$ cat src/rtl/reg_write_arbiter.sv
// reg_write_arbiter: two-requester arbiter feeding a one-entry register-file write buffer.
// Ports: clock/reset (async, active-low); reqN_valid/reqN_ready/reqN_sel/reqN_data per requester;
// stall blocks the write port; op/reg_in_sel/reg_data_in/grant_id drive the register file from the slot.
// Macro ARB_ROUND_ROBIN_EN selects round-robin arbitration; undefined gives fixed priority to requester 0.
package reg_write_arbiter_pkg;
  typedef enum logic [1:0] {REG_R0, REG_R1, REG_R2, REG_R3} register_sel_e;
  typedef enum logic {REG_NOP, REG_WRITE} registers_op_e;
endpackage

module reg_write_arbiter
  import reg_write_arbiter_pkg::*;
#(
  parameter int DATA_BUS_WIDTH = 8
) (
  input  logic                      clock,
  input  logic                      reset,
  input  logic                      req0_valid,
  input  logic                      req1_valid,
  output logic                      req0_ready,
  output logic                      req1_ready,
  input  register_sel_e             req0_sel,
  input  register_sel_e             req1_sel,
  input  logic [DATA_BUS_WIDTH-1:0] req0_data,
  input  logic [DATA_BUS_WIDTH-1:0] req1_data,
  input  logic                      stall,
  output registers_op_e             op,
  output register_sel_e             reg_in_sel,
  output logic [DATA_BUS_WIDTH-1:0] reg_data_in,
  output logic                      grant_id
);
  typedef enum logic {EMPTY, FULL} state_e;
  state_e                    state;
  register_sel_e             slot_sel;
  logic [DATA_BUS_WIDTH-1:0] slot_data;
  logic                      slot_id;
  logic                      drain, accept, gnt1, xfer;
`ifdef ARB_ROUND_ROBIN_EN
  logic prio;
  assign gnt1 = req1_valid && (!req0_valid || prio);
`else
  assign gnt1 = req1_valid && !req0_valid;
`endif
  assign drain = state == FULL && !stall;
  // reset gates accept so no ready is offered while reset is held
  assign accept = reset && (state == EMPTY || drain);
  assign req0_ready = accept && req0_valid && !gnt1;
  assign req1_ready = accept && gnt1;
  assign xfer = req0_ready || req1_ready;
  assign op = drain ? REG_WRITE : REG_NOP;
  assign reg_in_sel = slot_sel;
  assign reg_data_in = slot_data;
  assign grant_id = slot_id;
  always_ff @(posedge clock or negedge reset) begin
    if (!reset) begin
      state     <= EMPTY;
      slot_sel  <= REG_R0;
      slot_data <= '0;
      slot_id   <= 1'b0;
`ifdef ARB_ROUND_ROBIN_EN
      prio      <= 1'b0;
`endif
    end else if (xfer) begin
      state     <= FULL;
      slot_sel  <= gnt1 ? req1_sel : req0_sel;
      slot_data <= gnt1 ? req1_data : req0_data;
      slot_id   <= gnt1;
`ifdef ARB_ROUND_ROBIN_EN
      prio      <= !gnt1;
`endif
    end else if (drain) begin
      state     <= EMPTY;
    end
  end
endmodule

$ cat config.mk
export PLATFORM = sky130hd
export DESIGN_NAME = reg_write_arbiter
export DESIGN_NICKNAME = d
export VERILOG_FILES = /design/src/rtl/reg_write_arbiter.sv
export SDC_FILE = /design/constraint.sdc
export NUM_CORES = 1
export LEC_CHECK = 0
export ABC_AREA = 1
export CAP_MARGIN = 15
export CORE_MARGIN = 2
export CORE_UTILIZATION = 36
export CTS_CLUSTER_SIZE = 30
export DETAILED_ROUTE_END_ITERATION = 10
export GPL_ROUTABILITY_DRIVEN = 0
export PLACE_DENSITY = 0.84
export SYNTH_ARGS = -nofsm -noshare
export SYNTH_HDL_FRONTEND = slang
export SYNTH_SLANG_ARGS = --single-unit
$ cat constraint.sdc
create_clock -name clock -period 1.3 [get_ports clock]
set_input_delay 0.26 -clock clock [delete_from_list [all_inputs] [get_ports clock]]
set_output_delay 0.26 -clock clock [all_outputs]
set_load 0.02 [all_outputs]
==> metrics, run 1 <==
failing checks negative setup slack; Tot GR Track Use 0.1940; Routed Wire Length 1931 microns; die area 0.002190 sq mm; CTS Buf Count 3; HPWL after DPL 1458 microns; WS Path Type reg -> out; Distinct cells, synth 12; Detail Route Antenna Nets 0; Worst Path Max Fanout 3; required time of the worst setup path 1.04 ns; DR top layer met4; outcome finished, violations left; post-synthesis sequential area ratio 0.4554; VDD IR max 0.0007324 V; Worst slew margin 0.8115; H-tree depth 1; Tcrit/Tclk final 1.005; Die Ht 46.80 microns; max-cap violations 0; met1 WL 824 microns; Worst Setup Slack, final -0.006379 ns; leakage power 0.6228 nW; clk sink count 12; WL/cell 11.85 microns; Synth Cell Area 659.4 sq um; Tmin final 1.306 ns; first-pass GRT wire length 2980 microns; Syn-to-layout area delta 70.40%; Cells after Synth 91; met3 routed WL 82 microns; grt ovf 0; R2R Setup Slk 0.13 ns; pwr/cell area 1071 mW/mm^2; largest net degree at the start of global routing 14; Synth Area in XOR/XNOR 0; Fin Clk Skew 0.002675 ns; cts hold-fix bufs 0; fin. max-slew vios 0; most frequent cells in the layout 53 x nand2_1, 20 x clkdlybuf4s50_1, 15 x dlygate4sd2_1, 12 x dfrtp_1, 11 x nand3_1; RSZ-0062 raised after global routing true; commonest non-fill, non-tap cell in the layout nand2_1; crit path DAT 1.05 ns; Yosys reg bits 12; Critical Path End req1_ready; largest family of logic cells by synthesized area simple AND/OR/NAND/NOR gates; RR Endpoint reg_data_in[6]; Synth Area in Compound Gates 0.02467; FF-to-FF path depth 6; CP Launch Point state; initial antenna violation count 0; row count 15; syn avg cell area 7.246 sq um; fmax 765.5 MHz; Core Region 0.001727 sq mm; Diodes inserted 0; CTS clock-pin slew for the worst setup and hold paths 0.08 ns; # setup viols final 1; Min-Delay Path Class in -> async; final layout net count 164; CTS root buffer clkbuf_4; Fin. Hold Viols 0; met2 routed WL 1001 microns; port bufs 38; Worst-Margin Slew 0.2822 ns; first-pass iteration count of the detailed router 5; Clk Latency, worst-skew pair 0.27 ns; DR iter-0 viols 6; adder-cell share of the synthesized area 0; Vias/cell 4.509; syn nets 116; TritonCTS clock tree built; proportion of synthesized area in mux cells 0; Worst Setup Start Kind register; share of layout cells above drive strength 1 0.1739; vias in the first global route 693; Post-Synth Simple-Gate Area 0.4459; residual DRC count 0; r2r startpoint state; clock buffer depth 2; post-CTS setup buffers 0; die width 46.80 microns; via count 735; Worst setup EP type primary output; initial core utilization 0.3819; I/O pin count 39; DP Worst Slack -0.6013 ns; Tot Pwr 1.204 mW; synth warn 0
how the worst min path moves through the flow:
stage	to	slack, ns
final	reg_data_in[4]	0.15
after detailed placement	grant_id	0.47
after floorplan	grant_id	-0.04
after global placement	grant_id	0.46
after global routing	reg_in_sel[0]	0.16
after CTS	reg_in_sel[1]	0.12
flip-flops by register name, indices dropped and copies added, names as in the netlist:
name,cells
grant_id,1
reg_data_in,8
state,1
reg_in_sel,2
synth_stat cells:
cell,number,share of area
buf_6,2,0.034
nand3_1,12,0.091
nor2_1,1,0.0057
nand2_1,54,0.31
inv_1,3,0.017
nand3_2,1,0.015
a21oi_4,1,0.025
nand2_2,1,0.0095
nor2_4,1,0.017
inv_2,2,0.011
dfrtp_1,12,0.46
buf_4,1,0.011
timing repair:
| item | in CTS | in global routing |
|---|---|---|
| gates cloned | 0 | 0 |
| endpoints found under the setup margin | 24 | 3 |
| resized for setup | 31 | 3 |
through the flow:
step | util | instance area, sq um | hold WS (ns) | instances | TNS (ns)
global route | 0.6507 | 1124 | 0.1563 | 163 | -0.09957
floorplan | - | 659.4 | -0.03559 | 91 | 0
detailed placement | 0.6377 | 1101 | 0.4746 | 159 | -5.199
CTS | 0.6493 | 1121 | 0.1233 | 163 | 0
finish | 0.6507 | 1124 | 0.1489 | 163 | -0.006379
global placement | 0.6377 | 1101 | 0.4558 | 159 | -4.753
area by class of cell:
cell class	count	area, sq um
Timing Repair Buffer	46	419.2
Multi-Input combinational cell	71	317.8
Tap cell	25	31.28
Clock buffer	4	36.28
Sequential cell	12	300.3
Inverter	5	18.77
Fill cell	166	603.1
power breakdown:
group | switching [mW] | internal, mW
clock network | 0.125 | 0.170
logic | 0.238 | 0.196
registers | 0.0344 | 0.441
per-layer routing:
| metal | GRT usage | up-vias |
|---|---|---|
| met5 | 0 | - |
| met4 | 0.1000 | 0 |
| met3 | 0.02308 | 2 |
| met2 | 0.3534 | 24 |
| met1 | 0.2203 | 333 |
| li1 | - | 376 |
cell families (layout without fill, tap and decap cells):
group,Yosys count,after routing
buf+inv,8,55
flops,12,12
compound gates,1,1
simple gates,70,70
worst max-delay path, stage by stage (launching register included):
cell and delay (ns):
dfrtp_1 0.40, nand2_2 0.10, nand3_2 0.11, inv_2 0.07, buf_6 0.11
No activity file was read; power rests on OpenSTA's default activity.
==> inputs of run 2 (changes only) <==
--- a/config.mk
+++ b/config.mk
@@ -6,13 +6,13 @@
 export NUM_CORES = 1
 export LEC_CHECK = 0
 export ABC_AREA = 1
-export CAP_MARGIN = 15
+export CAP_MARGIN = 20
 export CORE_MARGIN = 2
 export CORE_UTILIZATION = 36
 export CTS_CLUSTER_SIZE = 30
 export DETAILED_ROUTE_END_ITERATION = 10
 export GPL_ROUTABILITY_DRIVEN = 0
-export PLACE_DENSITY = 0.84
+export PLACE_DENSITY = 0.79
 export SYNTH_ARGS = -nofsm -noshare
 export SYNTH_HDL_FRONTEND = slang
 export SYNTH_SLANG_ARGS = --single-unit
==> metrics, run 2 (same netlist as run 1, synthesis figures left out) <==
outcome completed; Tcrit/Tclk final 0.9675 (-0.03742); Fin. Hold Viols 0 (unchanged); first-pass GRT wire length 2697 microns (-9.5%); Worst-Margin Slew 0.2272 ns (-0.05499 ns); DR iter-0 viols 5 (-1); first-pass iteration count of the detailed router 2 (-3); I/O pin count 39 (unchanged); final layout net count 166 (+1.2%); FILL cells 168 (+1.2%); CTS clock-pin slew for the worst setup and hold paths 0.07 ns (about the same); DP Area 0.001094 sq mm (-0.68%); share of layout cells above drive strength 1 0.1942 (+0.02033); fin. max-slew vios 0 (unchanged); CTS root buffer clkbuf_4; CTS Buf Count 3 (unchanged); die area 0.002190 sq mm (unchanged); clk sink count 12 (unchanged); Clk Latency, worst-skew pair 0.26 ns (about the same); Routed Wire Length 1870 microns (-3.2%); vias in the first global route 693 (unchanged); HPWL after DPL 1441 microns (-1.2%); placed cells 158 (-0.63%); clock share of power 0.188 (-0.057); TritonCTS clock tree built; Worst setup EP type primary output; residual DRC count 0 (unchanged); setup TNS 0 ns (+0.006379 ns); initial antenna violation count 0 (unchanged); grt ovf 0 (unchanged); initial core utilization 0.3819 (unchanged); via count 747 (+1.6%); Diodes inserted 0 (unchanged); Detail Route Antenna Nets 0 (unchanged); Comb power frac 0.390 (+0.030); RSZ-0062 raised after global routing true; Tot Pwr 1.128 mW (-6.3%); pwr/cell area 999.2 mW/mm^2 (-6.7%); Min-Delay Path Class in -> async; max FFs per register 8 (unchanged); Storage cell area 300.3 sq um (unchanged); Worst Setup Start Kind register; Die Ht 46.80 microns (unchanged); fin area 0.001129 sq mm (+0.45%); Post-Layout Cell Count 164 (+0.61%); Worst Path Max Fanout 3 (unchanged); NetSw 377.8 uW (-4.8%); most frequent cells in the layout 52 x nand2_1, 20 x clkdlybuf4s50_1, 15 x dlygate4sd2_1, 12 x dfrtp_1, 11 x nand3_1; crit path DAT 1.00 ns (-0.05 ns); switching share of power 0.3350 (+0.005232); largest net degree at the start of global routing 14 (unchanged); Syn-to-layout area delta 71.16%; WL/cell 11.40 microns (-3.7%); fmax 795.1 MHz (+3.9%); row count 15 (unchanged); clock buffer depth 2 (unchanged); max-cap violations 0 (unchanged); Internal Pwr Total 750.0 uW (-7.1%); required time of the worst setup path 1.04 ns (about the same); Core Region 0.001727 sq mm (unchanged); Flop pwr share 0.422 (+0.027); Fin Clk Skew 0.002603 ns (-0.00007122 ns); commonest non-fill, non-tap cell in the layout nand2_1; area of the multi-input gates 329.1 sq um (+3.5%); die width 46.80 microns (unchanged); Tot GR Track Use 0.1763 (-0.01763); VDD IR max 0.0004222 V (-42%); Vias/cell 4.555 (+1.0%); port bufs 38 (unchanged); Tmin final 1.258 ns (-0.04864 ns); Worst slew margin 0.8486 (+0.03708); WS Path Type reg -> out; leakage power 0.6195 nW (-0.53%); # setup viols final 0 (-1); H-tree depth 1 (unchanged)
run 2: cell type report:
class / count / share of cell area
Clock buffer: 3 / 0.01996
Inverter: 5 / 0.01663
Multi-Input combinational cell: 72 / 0.2916
Tap cell: 25 / 0.02772
Timing Repair Buffer: 47 / 0.3780
Sequential cell: 12 / 0.2661
run 2: metal layers:
metal | GRT usage | wire length, microns
met1 | 0.1618 | 703
met3 | 0.05000 | 198
met5 | 0 | 0
met2 | 0.3479 | 949
met4 | 0.08333 | 18
run 2: path summary, 6_finish.rpt:
path                            slack (ns)             end     start  cells past startpoint
min in group clock                    0.48        grant_id  grant_id                      2
max in group asynchronous             1.00        grant_id     reset                      2
worst min register to register        0.48        grant_id  grant_id                      2
worst max register to register        0.10  reg_data_in[3]     state                      7
worst max-delay path                  0.04      req0_ready     state                      4
worst min-delay path                  0.14  reg_data_in[6]     reset                      2
run 2: repair_timing:
item / in CTS / in global routing
resized for setup: 31 / 5
endpoints found under the hold margin: 0 / 0
hold buffers: 0 / 0
pin swaps: 1 / 2
cloned: 0 / 1
buffers inserted: 1 / 1
endpoints found under the setup margin: 24 / 13
run 2: power groups by stage:
| stage | logic (mW) | registers, mW | clock network, mW |
|---|---|---|---|
| final | 0.440 | 0.476 | 0.212 |
| after floorplan | 0.136 | 0.563 | 0 |
| after CTS | 0.436 | 0.476 | 0.225 |
| after detailed placement | 0.480 | 0.485 | 0 |
| after global placement | 0.470 | 0.481 | 0 |
| after global routing | 0.480 | 0.486 | 0.239 |
run 2: metrics by stage:
| stage | hold WS (ns) | utilization | setup slack [ns] |
|---|---|---|---|
| 6_report | 0.1445 | 0.6536 | 0.04226 |
| 4_1_cts | 0.1367 | 0.6442 | 0.0005937 |
| 2_1_floorplan | -0.03559 | - | 0.1209 |
| 5_1_grt | 0.1743 | 0.6536 | -0.02064 |
| 3_5_place_dp | 0.4627 | 0.6333 | -0.5800 |
| 3_3_place_gp | 0.4566 | 0.6333 | -0.5752 |
run 2: worst max-delay path: stages, from the launching register on:
cell and delay, ns:
dfrtp_1 0.39, nand2_2 0.10, nand3_2 0.08, inv_2 0.06, buf_6 0.10
==> inputs of run 3 (changes only) <==
--- a/config.mk
+++ b/config.mk
@@ -7,12 +7,15 @@
 export LEC_CHECK = 0
 export ABC_AREA = 1
 export CAP_MARGIN = 20
+export CELL_PAD_IN_SITES_DETAIL_PLACEMENT = 2
+export CELL_PAD_IN_SITES_GLOBAL_PLACEMENT = 2
 export CORE_MARGIN = 2
-export CORE_UTILIZATION = 36
+export CORE_UTILIZATION = 18
 export CTS_CLUSTER_SIZE = 30
 export DETAILED_ROUTE_END_ITERATION = 10
 export GPL_ROUTABILITY_DRIVEN = 0
 export PLACE_DENSITY = 0.79
+export SLEW_MARGIN = 15
 export SYNTH_ARGS = -nofsm -noshare
 export SYNTH_HDL_FRONTEND = slang
 export SYNTH_SLANG_ARGS = --single-unit
==> metrics, run 3 (same netlist as run 1, synthesis figures left out) <==
Diodes inserted 0 (unchanged); RSZ-0062 raised after global routing true; Min-Delay Path Class in -> async; clock share of power 0.238 (+0.050); first-pass GRT wire length 4236 microns (+57%); Storage cell area 300.3 sq um (unchanged); Global Route met3 Usage 0.005208 (-0.04479); Worst slew margin 0.8012 (-0.04739); CP max stage cell dfrtp_1; required time of the worst setup path 1.04 ns (about the same); outcome finished, violations left; NetSw 428.1 uW (+13%); Syn-to-layout area delta 79.32%; Die Ht 64.53 microns (+38%); Tot GR Track Use 0.1322 (-0.04417); GRT busiest layer met2; FILL cells 420 (+150%); Routed Wire Length 2706 microns (+45%); Fin Clk Skew 0.005249 ns (+0.002646 ns); Tmin final 1.307 ns (+0.04917 ns); clk sink count 12 (unchanged); switching share of power 0.3439 (+0.008913); Internal Pwr Total 816.8 uW (+8.9%); Fin. Hold Viols 0 (unchanged); DR iter-0 viols 12 (+7); H-tree depth 1 (unchanged); crit path DAT 1.05 ns (+0.05 ns); leakage power 0.6341 nW (+2.4%); initial core utilization 0.1930 (-0.1888); fin. max-slew vios 0 (unchanged); crit-path max cell delay 0.40 ns (about the same); worst path cell trace nand2_2 -> nand3_2 -> inv_2 -> buf_6; Clk Latency, worst-skew pair 0.27 ns (about the same); Core Region 0.003416 sq mm (+98%); FF-to-FF path depth 6 (-1); failing checks negative setup slack; Worst Setup Slack, final -0.006909 ns (-0.04917 ns); CTS root buffer clkbuf_4; vias in the first global route 876 (+26%); share of layout cells above drive strength 1 0.2042 (+0.009981); max-cap violations 0 (unchanged); Comb power frac 0.371 (-0.019); cts hold-fix bufs 0 (unchanged); Worst setup EP type primary output; grt ovf 0 (unchanged); die width 64.53 microns (+38%); r2r startpoint state; commonest non-fill, non-tap cell in the layout nand2_1; final layout net count 168 (+1.2%); I/O pin count 39 (unchanged); most frequent cells in the layout 53 x nand2_1, 20 x clkdlybuf4s50_1, 14 x dlygate4sd2_1, 12 x dfrtp_1; die area 0.004163 sq mm (+90%); met1 Usage GRT 0.1448 (-0.01699); WL/cell 14.39 microns (+26%); RR Endpoint reg_data_in[4]; placed cells 180 (+14%); fin area 0.001182 sq mm (+4.8%); Vias/cell 4.287 (-5.9%); DP Area 0.001127 sq mm (+3.1%); via count 806 (+7.9%); port bufs 38 (unchanged); first-pass iteration count of the detailed router 4 (+2); Worst Path Max Fanout 3 (unchanged); met2 usage in global routing 0.2656 (-0.08232); R2R Setup Slk 0.04 ns (-0.06 ns); VDD IR max 0.0002744 V (-35%); initial antenna violation count 0 (unchanged); DP Worst Slack -0.6690 ns (-0.08905 ns); Flop pwr share 0.391 (-0.031); Tcrit/Tclk final 1.005 (+0.03782); pwr/cell area 1053 mW/mm^2 (+5.4%); fmax 765.2 MHz (-3.8%); Worst-Margin Slew 0.2982 ns (+0.07108 ns); clock buffer depth 2 (unchanged); max FFs per register 8 (unchanged); Post-Layout Cell Count 188 (+15%); Worst Setup Start Kind register; area of the multi-input gates 326.6 sq um (-0.76%); # setup viols final 2 (+2); WS Path Type reg -> out; largest net degree at the start of global routing 13 (-1); CTS Buf Count 3 (unchanged); HPWL after DPL 2078 microns (+44%); Detail Route Antenna Nets 0 (unchanged); residual DRC count 0 (unchanged); row count 21 (+6); TritonCTS clock tree built; CTS clock-pin slew for the worst setup and hold paths 0.08 ns (about the same)
-- run 3: metrics by stage --
step | power [mW] | utilization | setup TNS, ns | hold slack, ns
final | 1.245 | 0.3462 | -0.007305 | 0.1190
after global routing | 1.329 | 0.3462 | -0.1363 | 0.1271
after CTS | 1.249 | 0.3410 | -0.06433 | 0.1296
after detailed placement | 0.9968 | 0.3300 | -4.997 | 0.5086
after global placement | 0.9669 | 0.3300 | -4.269 | 0.4583
after floorplan | 0.6985 | - | 0 | -0.03559
-- run 3: worst max-delay path by stage --
stage / startpoint / end / slack, ns
floorplan: state / req0_ready / 0.12
global placement: req0_valid / req1_ready / -0.58
detailed placement: req0_valid / req0_ready / -0.67
CTS: state / req0_ready / -0.04
global route: state / req1_ready / -0.07
finish: state / req1_ready / -0.007
-- run 3: cell type report --
type                    instances  share of cell area
flip-flops and latches         12              0.2540
repair buffers                 49              0.3746
multi-input cells              72              0.2762
well taps                      46             0.04868
inverters                       5             0.01587
clock buffers                   4             0.03069
-- run 3: power groups by stage --
stage / registers (mW) / logic (mW) / clock network (mW)
finish: 0.487 / 0.461 / 0.297
global route: 0.495 / 0.510 / 0.324
CTS: 0.487 / 0.461 / 0.301
detailed placement: 0.496 / 0.501 / 0
global placement: 0.489 / 0.478 / 0
floorplan: 0.563 / 0.136 / 0
-- run 3: critical path, delay by kind of cell, from the launching register on --
family / cells / cell delay, ns
AND/OR/NAND/NOR: 2 / 0.19
flip-flops: 1 / 0.40
buffers and inverters: 2 / 0.18
-- run 3: repair_timing --
| action | 4_1_cts | 5_1_grt |
|---|---|---|
| buffers inserted | 2 | 1 |
| cloned | 0 | 1 |
| pin swaps | 2 | 1 |
| endpoints found under the setup margin | 19 | 4 |
| hold endpoints to repair | 0 | 0 |
| resized for setup | 35 | 1 |
-- run 3: layer usage --
layer / vias to the layer above / part of all wire / routed length (microns)
met5: - / 0 / 0
met4: 0 / 0.010 / 27
met3: 2 / 0.037 / 100
met2: 28 / 0.57 / 1535
met1: 391 / 0.39 / 1043
li1: 385 / - / -
